**src/rtl/mips_pipe_pkg.sv**
```systemverilog
// Shared definitions for the MIPS pipeline memory stage: the EX/MEM and
// MEM/WB field positions, the exception codes, the bus FSM states and
// small helpers used by the stage logic.
package mips_pipe_pkg;

    // EX/MEM pipeline register layout (75 bits)
    localparam int EXMEM_W     = 75;
    localparam int EX_REGWRITE = 74;
    localparam int EX_MEMWRITE = 73;
    localparam int EX_MEMTOREG = 72;
    localparam int EX_MEMREAD  = 71;
    localparam int EX_OVF      = 70;
    localparam int EX_ZERO     = 69;
    localparam int EX_RD_HI    = 68;
    localparam int EX_RD_LO    = 64;
    localparam int EX_WDATA_HI = 63;
    localparam int EX_WDATA_LO = 32;
    localparam int EX_ALU_HI   = 31;
    localparam int EX_ALU_LO   = 0;

    // MEM/WB pipeline register layout (38 bits)
    localparam int MEMWB_W     = 38;
    localparam int WB_REGWRITE = 37;
    localparam int WB_RD_HI    = 36;
    localparam int WB_RD_LO    = 32;
    localparam int WB_DATA_HI  = 31;
    localparam int WB_DATA_LO  = 0;

    // A bubble is an all-zero MEM/WB word
    localparam logic [MEMWB_W-1:0] MEMWB_BUBBLE = '0;

    // Exception codes reported alongside the exc pulse
    localparam logic [1:0] EXC_NONE     = 2'b00;
    localparam logic [1:0] EXC_MISALIGN = 2'b01;
    localparam logic [1:0] EXC_TIMEOUT  = 2'b10;
    localparam logic [1:0] EXC_OVERFLOW = 2'b11;

    // Data-bus access state
    typedef enum logic {
        IDLE = 1'b0,
        WAIT = 1'b1
    } bus_state_e;

    // Word accesses require the two low address bits to be zero
    function automatic logic is_word_aligned(input logic [1:0] addr_lo);
        return (addr_lo == 2'b00);
    endfunction

    // Assemble a MEM/WB word from its fields
    function automatic logic [MEMWB_W-1:0] pack_memwb(
        input logic        reg_write,
        input logic [4:0]  rd,
        input logic [31:0] data
    );
        return {reg_write, rd, data};
    endfunction

endpackage

```
**src/rtl/memory_stage_if.sv**
```systemverilog
// External data-memory bus: a variable-latency req/ack handshake.
// The memory stage is the master; the memory (or its model) is the slave.
interface memory_stage_if;
    logic        mem_req;
    logic        mem_we;
    logic [31:0] mem_addr;
    logic [31:0] mem_wdata;
    logic [31:0] mem_rdata;
    logic        mem_ack;

    modport master (
        output mem_req,
        output mem_we,
        output mem_addr,
        output mem_wdata,
        input  mem_rdata,
        input  mem_ack
    );

    modport slave (
        input  mem_req,
        input  mem_we,
        input  mem_addr,
        input  mem_wdata,
        output mem_rdata,
        output mem_ack
    );
endinterface

```
**src/rtl/mem_bus_fsm.sv**
```systemverilog
// Bus access sequencer for the memory stage. Tracks whether an access is
// outstanding, counts WAIT cycles for the timeout, and decodes the stall,
// request, completion and timeout conditions.
module mem_bus_fsm
    import mips_pipe_pkg::*;
#(
    parameter int TIMEOUT = 15
) (
    input  logic       clk,
    input  logic       rst_n,
    input  logic       start_i,      // aligned, non-overflowing access presented in IDLE
    input  logic       ack_i,        // bus completion strobe
    output bus_state_e state_o,
    output logic       stall_o,
    output logic       req_o,
    output logic       ack_done_o,   // access completed this cycle
    output logic       timeout_o     // access abandoned this cycle
);

    localparam int         CNT_W    = 8;
    localparam logic [CNT_W-1:0] LAST_CNT = CNT_W'(TIMEOUT - 1);

    bus_state_e        state_q;
    logic [CNT_W-1:0]  cnt_q;
    logic              in_wait;
    logic              at_limit;

    assign in_wait  = (state_q == WAIT);
    assign at_limit = (cnt_q == LAST_CNT);

    // Request is a pure function of the state register, so it drops as soon
    // as reset clears the state.
    assign req_o      = in_wait;
    assign ack_done_o = in_wait && ack_i;
    assign timeout_o  = in_wait && !ack_i && at_limit;
    assign state_o    = state_q;

    // Hold upstream while launching an access or while one is still pending;
    // release on the completing or abandoning cycle and during reset.
    assign stall_o = rst_n && (((state_q == IDLE) && start_i) ||
                               (in_wait && !ack_i && !at_limit));

    // State register and WAIT-cycle counter
    always_ff @(posedge clk or negedge rst_n) begin
        if (!rst_n) begin
            state_q <= IDLE;
            cnt_q   <= '0;
        end else begin
            case (state_q)
                IDLE: begin
                    if (start_i) begin
                        state_q <= WAIT;
                        cnt_q   <= '0;
                    end
                end
                WAIT: begin
                    if (ack_i || at_limit) begin
                        state_q <= IDLE;
                    end else begin
                        cnt_q <= cnt_q + 1'b1;
                    end
                end
                default: begin
                    state_q <= IDLE;
                    cnt_q   <= '0;
                end
            endcase
        end
    end

endmodule

```
**src/rtl/memory_stage.sv**
```systemverilog
// MEM stage of the five-stage MIPS pipeline. Issues loads/stores on the
// data bus, selects the MEM/WB word and raises one-cycle exceptions for
// overflow, misalignment and bus timeout.
module memory_stage
    import mips_pipe_pkg::*;
#(
    parameter int TIMEOUT = 15
) (
    input  logic                 clk,
    input  logic                 rst_n,
    input  logic [EXMEM_W-1:0]   EXMEMReg,
    output logic [MEMWB_W-1:0]   MEMWBReg,
    output logic                 stall,
    memory_stage_if.master       bus,
    output logic                 exc,
    output logic [1:0]           exc_code
);

    // EX/MEM field decode
    logic        reg_write;
    logic        mem_write;
    logic        mem_to_reg;
    logic        mem_read;
    logic        overflow;
    logic [4:0]  rd;
    logic [31:0] store_data;
    logic [31:0] alu_result;
    logic        unused_zero;

    assign reg_write   = EXMEMReg[EX_REGWRITE];
    assign mem_write   = EXMEMReg[EX_MEMWRITE];
    assign mem_to_reg  = EXMEMReg[EX_MEMTOREG];
    assign mem_read    = EXMEMReg[EX_MEMREAD];
    assign overflow    = EXMEMReg[EX_OVF];
    assign rd          = EXMEMReg[EX_RD_HI:EX_RD_LO];
    assign store_data  = EXMEMReg[EX_WDATA_HI:EX_WDATA_LO];
    assign alu_result  = EXMEMReg[EX_ALU_HI:EX_ALU_LO];
    assign unused_zero = EXMEMReg[EX_ZERO];

    logic access;
    logic aligned;
    logic start;

    assign access  = mem_read || mem_write;
    assign aligned = is_word_aligned(alu_result[1:0]);
    assign start   = !overflow && access && aligned;

    bus_state_e state;
    logic       req;
    logic       ack_done;
    logic       timeout;

    mem_bus_fsm #(
        .TIMEOUT (TIMEOUT)
    ) u_fsm (
        .clk        (clk),
        .rst_n      (rst_n),
        .start_i    (start),
        .ack_i      (bus.mem_ack),
        .state_o    (state),
        .stall_o    (stall),
        .req_o      (req),
        .ack_done_o (ack_done),
        .timeout_o  (timeout)
    );

    // Bus outputs come straight from EX/MEM, which upstream holds while stalled.
    // With both MemRead and MemWrite set the access is a store.
    assign bus.mem_req   = req;
    assign bus.mem_we    = mem_write;
    assign bus.mem_addr  = alu_result;
    assign bus.mem_wdata = store_data;

    logic [MEMWB_W-1:0] memwb_q, memwb_d;
    logic               exc_q, exc_d;
    logic [1:0]         exc_code_q, exc_code_d;

    // Next MEM/WB word and exception selection
    always_comb begin
        memwb_d    = MEMWB_BUBBLE;
        exc_d      = 1'b0;
        exc_code_d = EXC_NONE;
        if (state == IDLE) begin
            if (overflow) begin
                exc_d      = 1'b1;
                exc_code_d = EXC_OVERFLOW;
            end else if (access && !aligned) begin
                exc_d      = 1'b1;
                exc_code_d = EXC_MISALIGN;
            end else if (!access) begin
                memwb_d = pack_memwb(reg_write, rd, alu_result);
            end
            // an aligned access launches: bubble while it is outstanding
        end else begin
            if (ack_done) begin
                memwb_d = pack_memwb(reg_write, rd,
                                     mem_to_reg ? bus.mem_rdata : alu_result);
            end else if (timeout) begin
                exc_d      = 1'b1;
                exc_code_d = EXC_TIMEOUT;
            end
            // still waiting: keep a bubble in MEM/WB
        end
    end

    // MEM/WB and exception registers
    always_ff @(posedge clk or negedge rst_n) begin
        if (!rst_n) begin
            memwb_q    <= MEMWB_BUBBLE;
            exc_q      <= 1'b0;
            exc_code_q <= EXC_NONE;
        end else begin
            memwb_q    <= memwb_d;
            exc_q      <= exc_d;
            exc_code_q <= exc_code_d;
        end
    end

    assign MEMWBReg = memwb_q;
    assign exc      = exc_q;
    assign exc_code = exc_code_q;

endmodule

```
**src/flat_wrapper.sv**
```systemverilog
// flat-port wrapper written by rule: the top's interface ports become plain ports
module memory_stage_flat import mips_pipe_pkg::*;
#(
    parameter int TIMEOUT = 15
)
  (clk, rst_n, EXMEMReg, MEMWBReg, stall, exc, exc_code, bus_mem_req, bus_mem_we, bus_mem_addr, bus_mem_wdata, bus_mem_rdata, bus_mem_ack);
  memory_stage_if bus_i ();
  input  logic clk;
  input  logic rst_n;
  input  logic [EXMEM_W-1:0] EXMEMReg;
  output logic [MEMWB_W-1:0] MEMWBReg;
  output logic stall;
  output logic exc;
  output logic [1:0] exc_code;
  output wire logic [$bits(bus_i.mem_req)-1:0] bus_mem_req;
  output wire logic [$bits(bus_i.mem_we)-1:0] bus_mem_we;
  output wire logic [$bits(bus_i.mem_addr)-1:0] bus_mem_addr;
  output wire logic [$bits(bus_i.mem_wdata)-1:0] bus_mem_wdata;
  input wire logic [$bits(bus_i.mem_rdata)-1:0] bus_mem_rdata;
  input wire logic [$bits(bus_i.mem_ack)-1:0] bus_mem_ack;
  assign bus_mem_req = bus_i.mem_req;
  assign bus_mem_we = bus_i.mem_we;
  assign bus_mem_addr = bus_i.mem_addr;
  assign bus_mem_wdata = bus_i.mem_wdata;
  assign bus_i.mem_rdata = bus_mem_rdata;
  assign bus_i.mem_ack = bus_mem_ack;
  memory_stage #(.TIMEOUT(TIMEOUT)) u_core (.clk(clk), .rst_n(rst_n), .EXMEMReg(EXMEMReg), .MEMWBReg(MEMWBReg), .stall(stall), .bus(bus_i), .exc(exc), .exc_code(exc_code));
endmodule
```
**config.mk**
```make
export PLATFORM = sky130hd
export DESIGN_NAME = memory_stage_flat
export DESIGN_NICKNAME = d
export VERILOG_FILES = /design/src/rtl/mips_pipe_pkg.sv /design/src/rtl/memory_stage_if.sv /design/src/rtl/mem_bus_fsm.sv /design/src/rtl/memory_stage.sv /design/src/flat_wrapper.sv
export SDC_FILE = /design/constraint.sdc
export NUM_CORES = 1
export LEC_CHECK = 0
export CAP_MARGIN = 0
export CORE_MARGIN = 4
export CORE_UTILIZATION = 36
export DETAILED_ROUTE_END_ITERATION = 6
export PLACE_DENSITY = 0.82
export SLEW_MARGIN = 20
export SYNTH_ARGS = -nofsm -noshare
export SYNTH_HDL_FRONTEND = slang
export SYNTH_HIERARCHICAL = 1
export SYNTH_SLANG_ARGS = --single-unit
```
**constraint.sdc**
```tcl
create_clock -name clk -period 1.95 [get_ports clk]
set_clock_uncertainty 0.1 [all_clocks]
set_input_delay 0.2925 -clock clk [delete_from_list [all_inputs] [get_ports clk]]
set_output_delay 0.2925 -clock clk [all_outputs]
set_load 0.1 [all_outputs]
```
## Word level (Yosys, flattened, before mapping)

Index checks and enable logic that the tools add are counted.

| storage, ports and cells | value |
|---|---|
| register bits | 50 |
| bits of input ports | 110 |
| output and inout bits | 108 |

| cells by class | value |
|---|---|
| add/subtract/negate cells | 1 |
| equal/unequal tests | 3 |
| muxes and demuxes | 22 |
| bitwise logic cells | 1 |
| reductions and logical operators | 18 |

Operator list:

| kind | number |
|---|---|
| two-way mux 38 bit | 5 |
| two-way mux 32 bit | 1 |
| two-way mux 8 bit | 2 |
| case mux 8 bit (2 select lines) | 1 |
| logical AND 1 bit | 9 |
| adder 8 x 1 -> 8 bit (second input constant) | 1 |
| equality test 8 x 4 -> 1 bit (second input constant) | 1 |
| two-way mux 1 bit | 8 |
| two-way mux 2 bit | 4 |
| logical NOT 1 bit | 4 |
| inequality test 2 bit (second input constant) | 2 |
| logical OR 1 bit | 3 |
| logical NOT 2 bit | 1 |
| case mux 1 bit (2 select lines) | 1 |
| AND reduction 2 bit | 1 |
| NOT 1 bit | 1 |

## Depth between registers and ports, before layout

Gate-level depths: netlist of run 1.

| depth | value |
|---|---|
| word-level depth | 6 |
| mapped depth | 7 |
| mapped depth without buffers | 7 |

## Modules after synthesis

Netlist of run 1, hierarchy kept.

By module, submodules not included:

| module | instances | cells an instance | area an instance (µm²) | seq. area each (µm²) |
|---|---|---|---|---|
| memory_stage | 1 | 242 | 2560.0 | 1026.0 |
| mem_bus_fsm | 1 | 58 | 553.0 | 225.2 |

## Worst setup path after synthesis of run 1

OpenSTA, ideal clock, no wires.

| timing | value |
|---|---|
| path kind | register -> output |
| start point | register u_core.u_fsm.state_q, in the netlist u_core/u_fsm/req_o |
| end point | output port stall |
| arrival | 2.197 ns |
| data required time | 1.558 ns |
| slack | -0.640 ns |
| stages on the path, launching flop included | 5 |
| cell sequence | dfrtp_1 nand2b_1 o21bai_4 nand2_2 and2_1 |

| between the ends | value |
|---|---|
| longest elaborated chain between the ends | 4 |

RTL lines:

| item | line | RTL |
|---|---|---|
| start, declared | mem_bus_fsm.sv:23 | `bus_state_e state_q;` |
| start signal, assigned | mem_bus_fsm.sv:46 | `state_q <= IDLE;` |
| start signal, assigned | mem_bus_fsm.sv:52 | `state_q <= WAIT;` |
| start signal, assigned | mem_bus_fsm.sv:58 | `state_q <= IDLE;` |
| logical AND 1 bit / NOT 1 bit (equally long branches) | n/a |  |
| logical AND 1 bit (on tied branches) | mem_bus_fsm.sv:41, mem_bus_fsm.sv:40 |  |
| logical OR 1 bit * | mem_bus_fsm.sv:40 | `assign stall_o = rst_n && (((state_q == IDLE) && start_i) \|\|` |
| logical AND 1 bit * | mem_bus_fsm.sv:40 |  |
| end, declared | flat_wrapper.sv:12 | `output logic stall;` |

Mark *: on every way between the ends. The rest lies on a longest branch, timed or not.

## Final worst setup path of run 1

| timing | value |
|---|---|
| start point | register u_core.u_fsm.cnt_q[0] |
| end point | output port stall |

| between the ends | value |
|---|---|
| longest elaborated chain between the ends | 5 |

RTL lines:

| item | line | RTL |
|---|---|---|
| start, declared | mem_bus_fsm.sv:24 | `logic [CNT_W-1:0] cnt_q;` |
| start signal, assigned | mem_bus_fsm.sv:60 | `cnt_q <= cnt_q + 1'b1;` |
| equality test 8 x 4 -> 1 bit | mem_bus_fsm.sv:29 | `assign at_limit = (cnt_q == LAST_CNT);` |
| logical NOT 1 bit | mem_bus_fsm.sv:41 | `(in_wait && !ack_i && !at_limit));` |
| logical AND 1 bit | mem_bus_fsm.sv:41 |  |
| logical OR 1 bit | mem_bus_fsm.sv:40 |  |
| logical AND 1 bit | mem_bus_fsm.sv:40 |  |

No other way between the ends.

==> metrics.txt, run 1 <==
# TYPE chip_impl_metric gauge
chip_impl_metric{name="globalRouteMet2Util",unit="%"} 31.2
chip_impl_metric{name="regToRegSetupSlack",unit="ps"} 130
chip_impl_metric{name="grt-ovfl-total",unit=""} 0
chip_impl_metric{name="clock_latency",unit="ps"} 290
chip_impl_metric{name="first_global_vias",unit=""} 2598
chip_impl_info{name="holdCritPathClass",value="input port to asynchronous set/reset pin"} 1
chip_impl_info{name="crit_path_start_kind",value="flop"} 1
chip_impl_metric{name="hpwl",unit="µm"} 6840
chip_impl_metric{name="timing.final.crit_share",unit="%"} 102
chip_impl_metric{name="post-route-util",unit="%"} 57.4
chip_impl_metric{name="row_count",unit=""} 33
chip_impl_metric{name="synth.cell_area",unit="µm²"} 3110
chip_impl_metric{name="routabilityCongestion",unit=""} 0.866
chip_impl_metric{name="top_level_port_count",unit=""} 218
chip_impl_metric{name="number_of_antenna_violations_at_the_first_check_in_global_routing",unit=""} 0
chip_impl_metric{name="gate_count_of_the_mapped_netlist",unit=""} 300
chip_impl_metric{name="clkSlewWorstSetupHoldPaths",unit="ps"} 90
chip_impl_metric{name="worst-endpoint-required",unit="ps"} 1560
chip_impl_info{name="status",value="complete, but fails checks"} 1
chip_impl_metric{name="layout-area-overhead-vs-synth",unit="%"} 52.9
chip_impl_metric{name="drc",unit=""} 0
chip_impl_metric{name="detail_route.iter0.violations",unit=""} 69
chip_impl_metric{name="floorplan.initialDensity",unit="%"} 37.5
chip_impl_info{name="grt_setup_unrepaired",value="true"} 1
chip_impl_info{name="timing.rr.start",value="u_core/u_fsm/cnt_q[1]"} 1
chip_impl_metric{name="route.detailed.wl_per_inst",unit="µm"} 18.1
chip_impl_metric{name="p_leak",unit="nW"} 2.14
chip_impl_metric{name="post_route_cells_drive_above_1_share",unit="%"} 44.5
chip_impl_metric{name="placeableCoreArea",unit="µm²"} 8300
chip_impl_metric{name="final_net_count",unit=""} 509
chip_impl_metric{name="drt_wl_total",unit="µm"} 9130
chip_impl_info{name="critical_path.cell_chain",value="inv_2 > ha_4 > nand4b_1 > o21bai_4 > nand2_2 > and2_4 > buf_12"} 1
chip_impl_metric{name="final-instance-count-excl-fill",unit=""} 503
chip_impl_metric{name="post_synth_edffs",unit=""} 0
chip_impl_metric{name="grt.met3_usage",unit="%"} 3.60
chip_impl_info{name="cts_tree",value="built"} 1
chip_impl_metric{name="yosys_warnings",unit=""} 6
chip_impl_info{name="violations",value="negative setup slack"} 1
chip_impl_metric{name="cp_data_arrival_time",unit="ps"} 1600
chip_impl_metric{name="totalPowerFinal",unit="mW"} 3.08
chip_impl_metric{name="critPathMaxStageDelay",unit="ps"} 400
chip_impl_metric{name="crit_path_max_fanout",unit=""} 2
chip_impl_info{name="layout_commonest_cell",value="sky130_fd_sc_hd__clkdlybuf4s50_1"} 1
chip_impl_metric{name="groute.usage.overall",unit="%"} 16.8
chip_impl_metric{name="grt_start_max_net_pins",unit=""} 65
chip_impl_info{name="slowest_stage",value="sky130_fd_sc_hd__dfrtp_1"} 1
chip_impl_metric{name="antenna_left",unit=""} 0
chip_impl_metric{name="seq_power_share",unit="%"} 36.9
chip_impl_metric{name="die-width",unit="µm"} 101
chip_impl_metric{name="htree_num_levels",unit=""} 2
chip_impl_metric{name="die-area",unit="µm²"} 10200
chip_impl_metric{name="syn_area_per_cell",unit="µm²"} 10.4
chip_impl_info{name="synth_top_flop_cell",value="sky130_fd_sc_hd__dfrtp_1"} 1
chip_impl_info{name="layout.cells.most_common_list",value="70 x sky130_fd_sc_hd__clkdlybuf4s50_1, 66 x sky130_fd_sc_hd__buf_4, 49 x sky130_fd_sc_hd__dfrtp_1"} 1
chip_impl_metric{name="fin_ws",unit="ps"} -41.1
chip_impl_metric{name="max_cap_violations",unit=""} 0
chip_impl_info{name="timing.rr.end",value="u_core/u_fsm/cnt_q[7]"} 1
chip_impl_metric{name="place.detailed.instances",unit=""} 486
chip_impl_metric{name="vdd_ir_drop_max",unit="V"} 0.000273
chip_impl_metric{name="p_sw",unit="mW"} 1.20
chip_impl_metric{name="cts_buffers",unit=""} 5
chip_impl_metric{name="power_report.internal_total",unit="mW"} 1.88
chip_impl_metric{name="tightest_slew",unit="ps"} 645
chip_impl_metric{name="via_count",unit=""} 2603
chip_impl_metric{name="die_height",unit="µm"} 101
chip_impl_metric{name="clkPwrFrac",unit="%"} 20.5
chip_impl_metric{name="timing.slew.headroom",unit="%"} 57.0
chip_impl_metric{name="synthesis.nets",unit=""} 412
chip_impl_info{name="globalRoute.busiestLayer",value="met2"} 1
chip_impl_metric{name="grt_first_pass_wirelength",unit="µm"} 13800
chip_impl_metric{name="setup_viol",unit=""} 1
chip_impl_metric{name="antenna_cells",unit=""} 0
chip_impl_info{name="clockRootBuffer",value="sky130_fd_sc_hd__clkbuf_8"} 1
chip_impl_metric{name="clock_sink_count",unit=""} 50
chip_impl_metric{name="switching_share",unit="%"} 39.0
chip_impl_metric{name="max-clock-path-buffers",unit=""} 2
chip_impl_metric{name="ys_types",unit=""} 41
chip_impl_metric{name="hold-worst-slack",unit="ps"} 37.3
chip_impl_metric{name="finalHoldViolations",unit=""} 0
chip_impl_metric{name="comb_power_share",unit="%"} 42.6
chip_impl_info{name="worstSetupPathType",value="flop to output pin"} 1
chip_impl_metric{name="drt-vias-per-instance",unit=""} 5.17
chip_impl_metric{name="ys_async_sr_fraction",unit="%"} 100
chip_impl_info{name="setup.worst_path.end_class",value="output pin"} 1
chip_impl_metric{name="yosysSeqAreaShare",unit="%"} 40.2
chip_impl_metric{name="finalCriticalPeriod",unit="ps"} 1990
chip_impl_metric{name="io_buffer_count",unit=""} 152
chip_impl_metric{name="hold_buffers_post_cts",unit=""} 0
chip_impl_metric{name="pwr_density_cell",unit="nW/µm²"} 648
chip_impl_metric{name="grt_util_met1",unit="%"} 19.3
chip_impl_metric{name="reg2regPathDepth",unit=""} 8
chip_impl_metric{name="slew_limit_fails",unit=""} 0
chip_impl_metric{name="drt_first_pass_iters",unit=""} 4
chip_impl_metric{name="fmaxAchievable",unit="MHz"} 502
chip_impl_metric{name="ys_seq_elements",unit=""} 50
cell type report:
class,count,area (µm²)
clock buffers,6,82.6
multi-input cells,156,1260
flip-flops and latches,50,1250
inverters,4,15.0
fillers,687,3540
well taps,105,131
repair buffers,180,2000
clock inverters,2,12.5
per-stage QoR:
step                setup WS (ps)  setup TNS, ps  area (µm²)
finish                      -41.1          -41.1        4760
global route                 -111           -111        4760
CTS                         -62.5          -62.5        4710
detailed placement           -145          -2360        4580
global placement             -167          -1550        4580
floorplan                    21.3              0        3130
how the worst max path moves through the flow:
stage / start / end / slack (ps) / cells past startpoint
3_5_place_dp: EXMEMReg[73] / u_core/MEMWBReg[1] / -140 / 5
4_1_cts: u_core/u_fsm/cnt_q[4] / stall / -60 / 5
3_3_place_gp: EXMEMReg[0] / stall / -170 / 7
5_1_grt: u_core/u_fsm/cnt_q[0] / stall / -110 / 7
2_1_floorplan: u_core/u_fsm/req_o / u_core/MEMWBReg[22] / 20 / 6
6_report: u_core/u_fsm/cnt_q[0] / stall / -40 / 7
registers in the layout, indices dropped and copies added (netlist names):
| signal | count |
|---|---|
| u_core/exc | 1 |
| u_core/MEMWBReg | 38 |
| u_core/u_fsm/req_o | 1 |
| u_core/u_fsm/cnt_q | 8 |
| u_core/exc_code | 2 |
power groups by stage:
stage | logic, mW | clock network, mW | registers, mW
final | 1.31 | 0.633 | 1.14
after global routing | 1.37 | 0.703 | 1.14
after CTS | 1.30 | 0.655 | 1.13
after detailed placement | 1.25 | 0 | 1.17
after global placement | 1.24 | 0 | 1.16
after floorplan | 0.881 | 0 | 1.41
logic make-up after synthesis:
family	share of synthesized area (%)
flops	40.2
simple gates	11.7
compound gates	26.8
buf+inv	20.2
fa+ha+maj	0.804
xor+xnor	0.281
worst max-delay path, delay by kind of cell (launching register included):
family | cells | cell delay (ps)
flip-flops | 1 | 400
AO/OA/AOI/OAI | 1 | 190
buffers and inverters | 2 | 230
AND/OR/NAND/NOR | 3 | 360
adder cells (fa/ha/maj) | 1 | 120
layer usage:
layer  vias up  part of all wire, %
met5         -                    0
met4         0                  1.5
met3        16                  9.0
met2       129                   55
met1      1263                   35
li1       1195                    -
cells in the mapped netlist, types with 2 or more instances:
master,n,area [µm²]
sky130_fd_sc_hd__clkbuf_1,14,52.6
sky130_fd_sc_hd__a21boi_0,6,45.0
sky130_fd_sc_hd__nand2b_1,3,18.8
sky130_fd_sc_hd__o211ai_1,5,37.5
sky130_fd_sc_hd__and2_1,2,12.5
sky130_fd_sc_hd__o22ai_1,2,12.5
sky130_fd_sc_hd__nor3b_1,2,15.0
sky130_fd_sc_hd__buf_1,2,7.51
sky130_fd_sc_hd__a21bo_2,32,320
sky130_fd_sc_hd__buf_2,5,25.0
sky130_fd_sc_hd__nand3_1,37,185
sky130_fd_sc_hd__buf_4,66,495
sky130_fd_sc_hd__a22oi_1,12,90.1
sky130_fd_sc_hd__a22oi_2,20,250
sky130_fd_sc_hd__nand2_1,5,18.8
sky130_fd_sc_hd__or3_1,2,12.5
sky130_fd_sc_hd__dfrtp_1,50,1250
sky130_fd_sc_hd__buf_6,3,33.8
sky130_fd_sc_hd__o21ai_1,2,10.0
sky130_fd_sc_hd__nor2_1,4,15.0
sky130_fd_sc_hd__ha_1,2,25.0
sky130_fd_sc_hd__inv_1,4,15.0
sky130_fd_sc_hd__o31ai_1,2,15.0
repair_timing:
item	CTS	global route
pin swaps	5	3
buffers inserted	5	4
setup endpoints to repair	1	1
resized for setup	5	4
(Power assumes the default switching activity.)
==> run 2, diff against run 1 <==
- ABC_AREA: default -> 1
- CORE_UTILIZATION: 36 -> 33
- PLACE_DENSITY: 0.82 -> 0.81
- SYNTH_HIERARCHICAL: 1 -> default
==> metrics.txt, run 2 <==
# TYPE chip_impl_metric gauge
chip_impl_metric{name="timing.final.crit_share",unit="%"} 97.1
chip_impl_metric{name="number_of_antenna_violations_at_the_first_check_in_global_routing",unit=""} 0
chip_impl_metric{name="pwr_density_cell",unit="nW/µm²"} 728
chip_impl_metric{name="max-clock-path-buffers",unit=""} 2
chip_impl_info{name="timing.rr.end",value="u_core.u_fsm.cnt_q[2]"} 1
chip_impl_metric{name="post_synth_edffs",unit=""} 0
chip_impl_metric{name="worst-endpoint-required",unit="ps"} 1560
chip_impl_metric{name="routabilityCongestion",unit=""} 0.838
chip_impl_metric{name="post_dp_cell_area",unit="µm²"} 4180
chip_impl_info{name="crit_path_start_kind",value="flop"} 1
chip_impl_metric{name="syn_area_per_cell",unit="µm²"} 8.55
chip_impl_info{name="cts_tree",value="built"} 1
chip_impl_metric{name="ys_types",unit=""} 24
chip_impl_metric{name="synth_largest_type_area_fraction",unit="%"} 46.1
chip_impl_metric{name="floorplan.initialDensity",unit="%"} 34.6
chip_impl_metric{name="placeableCoreArea",unit="µm²"} 7850
chip_impl_info{name="synth_top_flop_cell",value="sky130_fd_sc_hd__dfrtp_1"} 1
chip_impl_metric{name="route.detailed.wl_per_inst",unit="µm"} 16.6
chip_impl_metric{name="via_count",unit=""} 2338
chip_impl_info{name="setup.worst_path.end_class",value="output pin"} 1
chip_impl_metric{name="grt-ovfl-total",unit=""} 0
chip_impl_metric{name="tightest_slew",unit="ps"} 632
chip_impl_info{name="status",value="finished, final reports clean"} 1
chip_impl_metric{name="post_synth_and_or_nand_nor_area_fraction",unit="%"} 16.2
chip_impl_metric{name="htree_num_levels",unit=""} 2
chip_impl_metric{name="largest_register_ff_count",unit=""} 38
chip_impl_metric{name="hold_buffers_post_cts",unit=""} 0
chip_impl_metric{name="antenna_left",unit=""} 0
chip_impl_metric{name="area.sequential",unit="µm²"} 1250
chip_impl_info{name="yosys-top-cells-area",value="sky130_fd_sc_hd__dfrtp_1 46%, sky130_fd_sc_hd__buf_4 19%, sky130_fd_sc_hd__nand3_1 8.1%, sky130_fd_sc_hd__inv_1 6.5%, sky130_fd_sc_hd__o21ai_1 4.1%"} 1
chip_impl_metric{name="clkSlewWorstSetupHoldPaths",unit="ps"} 90
chip_impl_info{name="timing.rr.start",value="u_core.u_fsm.cnt_q[0]"} 1
chip_impl_info{name="post_synth_most_frequent_cells",value="68 x sky130_fd_sc_hd__buf_4, 50 x sky130_fd_sc_hd__dfrtp_1, 47 x sky130_fd_sc_hd__inv_1"} 1
chip_impl_metric{name="hpwl",unit="µm"} 6920
chip_impl_metric{name="grt.met3_usage",unit="%"} 5.80
chip_impl_info{name="holdCritPathClass",value="input port to asynchronous set/reset pin"} 1
chip_impl_metric{name="fmaxAchievable",unit="MHz"} 528
chip_impl_metric{name="post_route_cells_drive_above_1_share",unit="%"} 28.0
chip_impl_info{name="synthMostInstantiatedCell",value="sky130_fd_sc_hd__buf_4"} 1
chip_impl_metric{name="vdd_ir_drop_max",unit="V"} 0.000312
chip_impl_metric{name="timing.slew.headroom",unit="%"} 57.9
chip_impl_metric{name="drt-vias-per-instance",unit=""} 4.50
chip_impl_metric{name="first_global_vias",unit=""} 2394
chip_impl_metric{name="setup_viol",unit=""} 0
chip_impl_metric{name="synth.cell_area",unit="µm²"} 2710
chip_impl_metric{name="grt_first_pass_wirelength",unit="µm"} 13100
chip_impl_info{name="clockRootBuffer",value="sky130_fd_sc_hd__clkbuf_8"} 1
chip_impl_metric{name="filler_cell_count",unit=""} 659
chip_impl_metric{name="synthMuxAreaShare",unit="%"} 0
chip_impl_metric{name="critPathMaxStageDelay",unit="ps"} 410
chip_impl_info{name="layout_commonest_cell",value="sky130_fd_sc_hd__clkdlybuf4s50_1"} 1
chip_impl_metric{name="io_buffer_count",unit=""} 152
chip_impl_metric{name="grt_util_met1",unit="%"} 18.2
chip_impl_metric{name="place.detailed.instances",unit=""} 506
chip_impl_metric{name="slew_limit_fails",unit=""} 0
chip_impl_metric{name="row_count",unit=""} 32
chip_impl_metric{name="ys_seq_elements",unit=""} 50
chip_impl_metric{name="drt_first_pass_iters",unit=""} 4
chip_impl_metric{name="finalCriticalPeriod",unit="ps"} 1890
chip_impl_metric{name="yosysSeqAreaShare",unit="%"} 46.1
chip_impl_info{name="slowest_stage",value="sky130_fd_sc_hd__dfrtp_1"} 1
chip_impl_metric{name="drc",unit=""} 0
chip_impl_info{name="synth_top_family_by_area",value="buffers and inverters"} 1
chip_impl_metric{name="layout-area-overhead-vs-synth",unit="%"} 61.2
chip_impl_metric{name="clock_latency",unit="ps"} 300
chip_impl_metric{name="final-instance-count-excl-fill",unit=""} 520
chip_impl_metric{name="cts_buffers",unit=""} 5
chip_impl_metric{name="regToRegSetupSlack",unit="ps"} 240
chip_impl_metric{name="ys_async_sr_fraction",unit="%"} 100
chip_impl_metric{name="grt_start_max_net_pins",unit=""} 51
chip_impl_metric{name="reg2regPathDepth",unit=""} 9
chip_impl_metric{name="die_height",unit="µm"} 98.6
chip_impl_metric{name="p_leak",unit="nW"} 2.14
chip_impl_metric{name="max_cap_violations",unit=""} 0
chip_impl_metric{name="drt_wl_total",unit="µm"} 8650
chip_impl_metric{name="die-width",unit="µm"} 98.6
chip_impl_metric{name="synth_adder_area_share",unit="%"} 0.923
chip_impl_metric{name="final_net_count",unit=""} 529
chip_impl_metric{name="post_synth_xor_area_fraction",unit="%"} 0.646
chip_impl_info{name="critical_path.cell_chain",value="inv_2 > ha_4 > nand3_4 > o21ai_4 > a21boi_4 > buf_12"} 1
chip_impl_metric{name="yosys_warnings",unit=""} 0
chip_impl_info{name="layout.cells.most_common_list",value="75 x sky130_fd_sc_hd__clkdlybuf4s50_1, 58 x sky130_fd_sc_hd__buf_4, 49 x sky130_fd_sc_hd__dfrtp_1"} 1
chip_impl_metric{name="cp_data_arrival_time",unit="ps"} 1500
chip_impl_metric{name="die-area",unit="µm²"} 9730
chip_impl_info{name="globalRoute.busiestLayer",value="met2"} 1
chip_impl_metric{name="synthesis.nets",unit=""} 429
chip_impl_metric{name="gate_count_of_the_mapped_netlist",unit=""} 317
chip_impl_metric{name="finalInstanceArea",unit="µm²"} 4370
chip_impl_metric{name="synth_compound_area_share",unit="%"} 8.58
chip_impl_metric{name="clock_sink_count",unit=""} 50
chip_impl_metric{name="antenna_cells",unit=""} 0
chip_impl_info{name="netlist.top_cell.by_area",value="sky130_fd_sc_hd__dfrtp_1"} 1
chip_impl_metric{name="top_level_port_count",unit=""} 218
chip_impl_metric{name="multi_input_area",unit="µm²"} 776
chip_impl_metric{name="finalHoldViolations",unit=""} 0
chip_impl_metric{name="crit_path_max_fanout",unit=""} 2
chip_impl_metric{name="groute.usage.overall",unit="%"} 17.1
chip_impl_info{name="worstSetupPathType",value="flop to output pin"} 1
chip_impl_metric{name="detail_route.iter0.violations",unit=""} 52
chip_impl_metric{name="globalRouteMet2Util",unit="%"} 31.8
==> run 2: layer usage <==
metal	share of wire (%)	vias up
li1	-	1123
met1	34	1068
met2	56	139
met3	9.0	8
met4	1.4	0
met5	0	-
==> run 2: logic make-up after synthesis <==
| group | count (synthesis) |
|---|---|
| buf+inv | 126 |
| compound gates | 42 |
| flops | 50 |
| simple gates | 95 |
| fa+ha+maj | 2 |
| xor+xnor | 2 |
==> run 2: worst max-delay path: cells and delay by family (launching register included) <==
family / cells / cell delay [ps]
adders and majority gates: 1 / 140
buffers and inverters: 2 / 260
DFF: 1 / 410
and+or+nand+nor: 1 / 80
AOI/OAI and AO/OA: 2 / 300
==> run 2: cell type report <==
cell class	instances	share of cell area [%]
multi-input combinational	141	17.7
tap	102	2.92
sequential	50	28.7
clock inverter	3	1.00
clock buffer	5	1.57
timing repair buffer	170	43.7
inverter	49	4.32
==> run 2: timing repair <==
item                                    4_1_cts  5_1_grt
endpoints found under the setup margin        1        1
resized for setup                             1        5
pin swaps                                     1        1
setup buffers                                 3        3
==> run 2: power by group <==
part | internal, mW | switching [mW]
logic | 0.441 | 0.877
clock network | 0.385 | 0.354
registers | 1.10 | 0.0310
total | 1.92 | 1.26
==> run 2: worst max-delay path by stage <==
stage | slack [ps] | from | end | cells after the start
after detailed placement | 80 | EXMEMReg[1] | stall | 5
final | 60 | u_core.u_fsm.cnt_q[0] | stall | 6
after global routing | -5 | u_core.u_fsm.cnt_q[0] | stall | 6
after global placement | 110 | EXMEMReg[1] | stall | 5
after floorplan | -20 | u_core.u_fsm.req_o | stall | 5
after CTS | 0.4 | u_core.u_fsm.cnt_q[0] | stall | 6
==> run 2: through the flow <==
step / utilization (%) / total power [mW] / setup TNS, ps / setup slack, ps / hold WS (ps)
3_3_place_gp: 53.3 / 2.39 / 0 / 109 / 370
6_report: 55.7 / 3.18 / 0 / 56.2 / 34.7
4_1_cts: 55.0 / 3.18 / 0 / 0.359 / 56.7
5_1_grt: 55.7 / 3.31 / -4.89 / -4.89 / 103
3_5_place_dp: 53.3 / 2.41 / 0 / 76.2 / 387
2_1_floorplan: - / 2.26 / -22.0 / -22.0 / -103
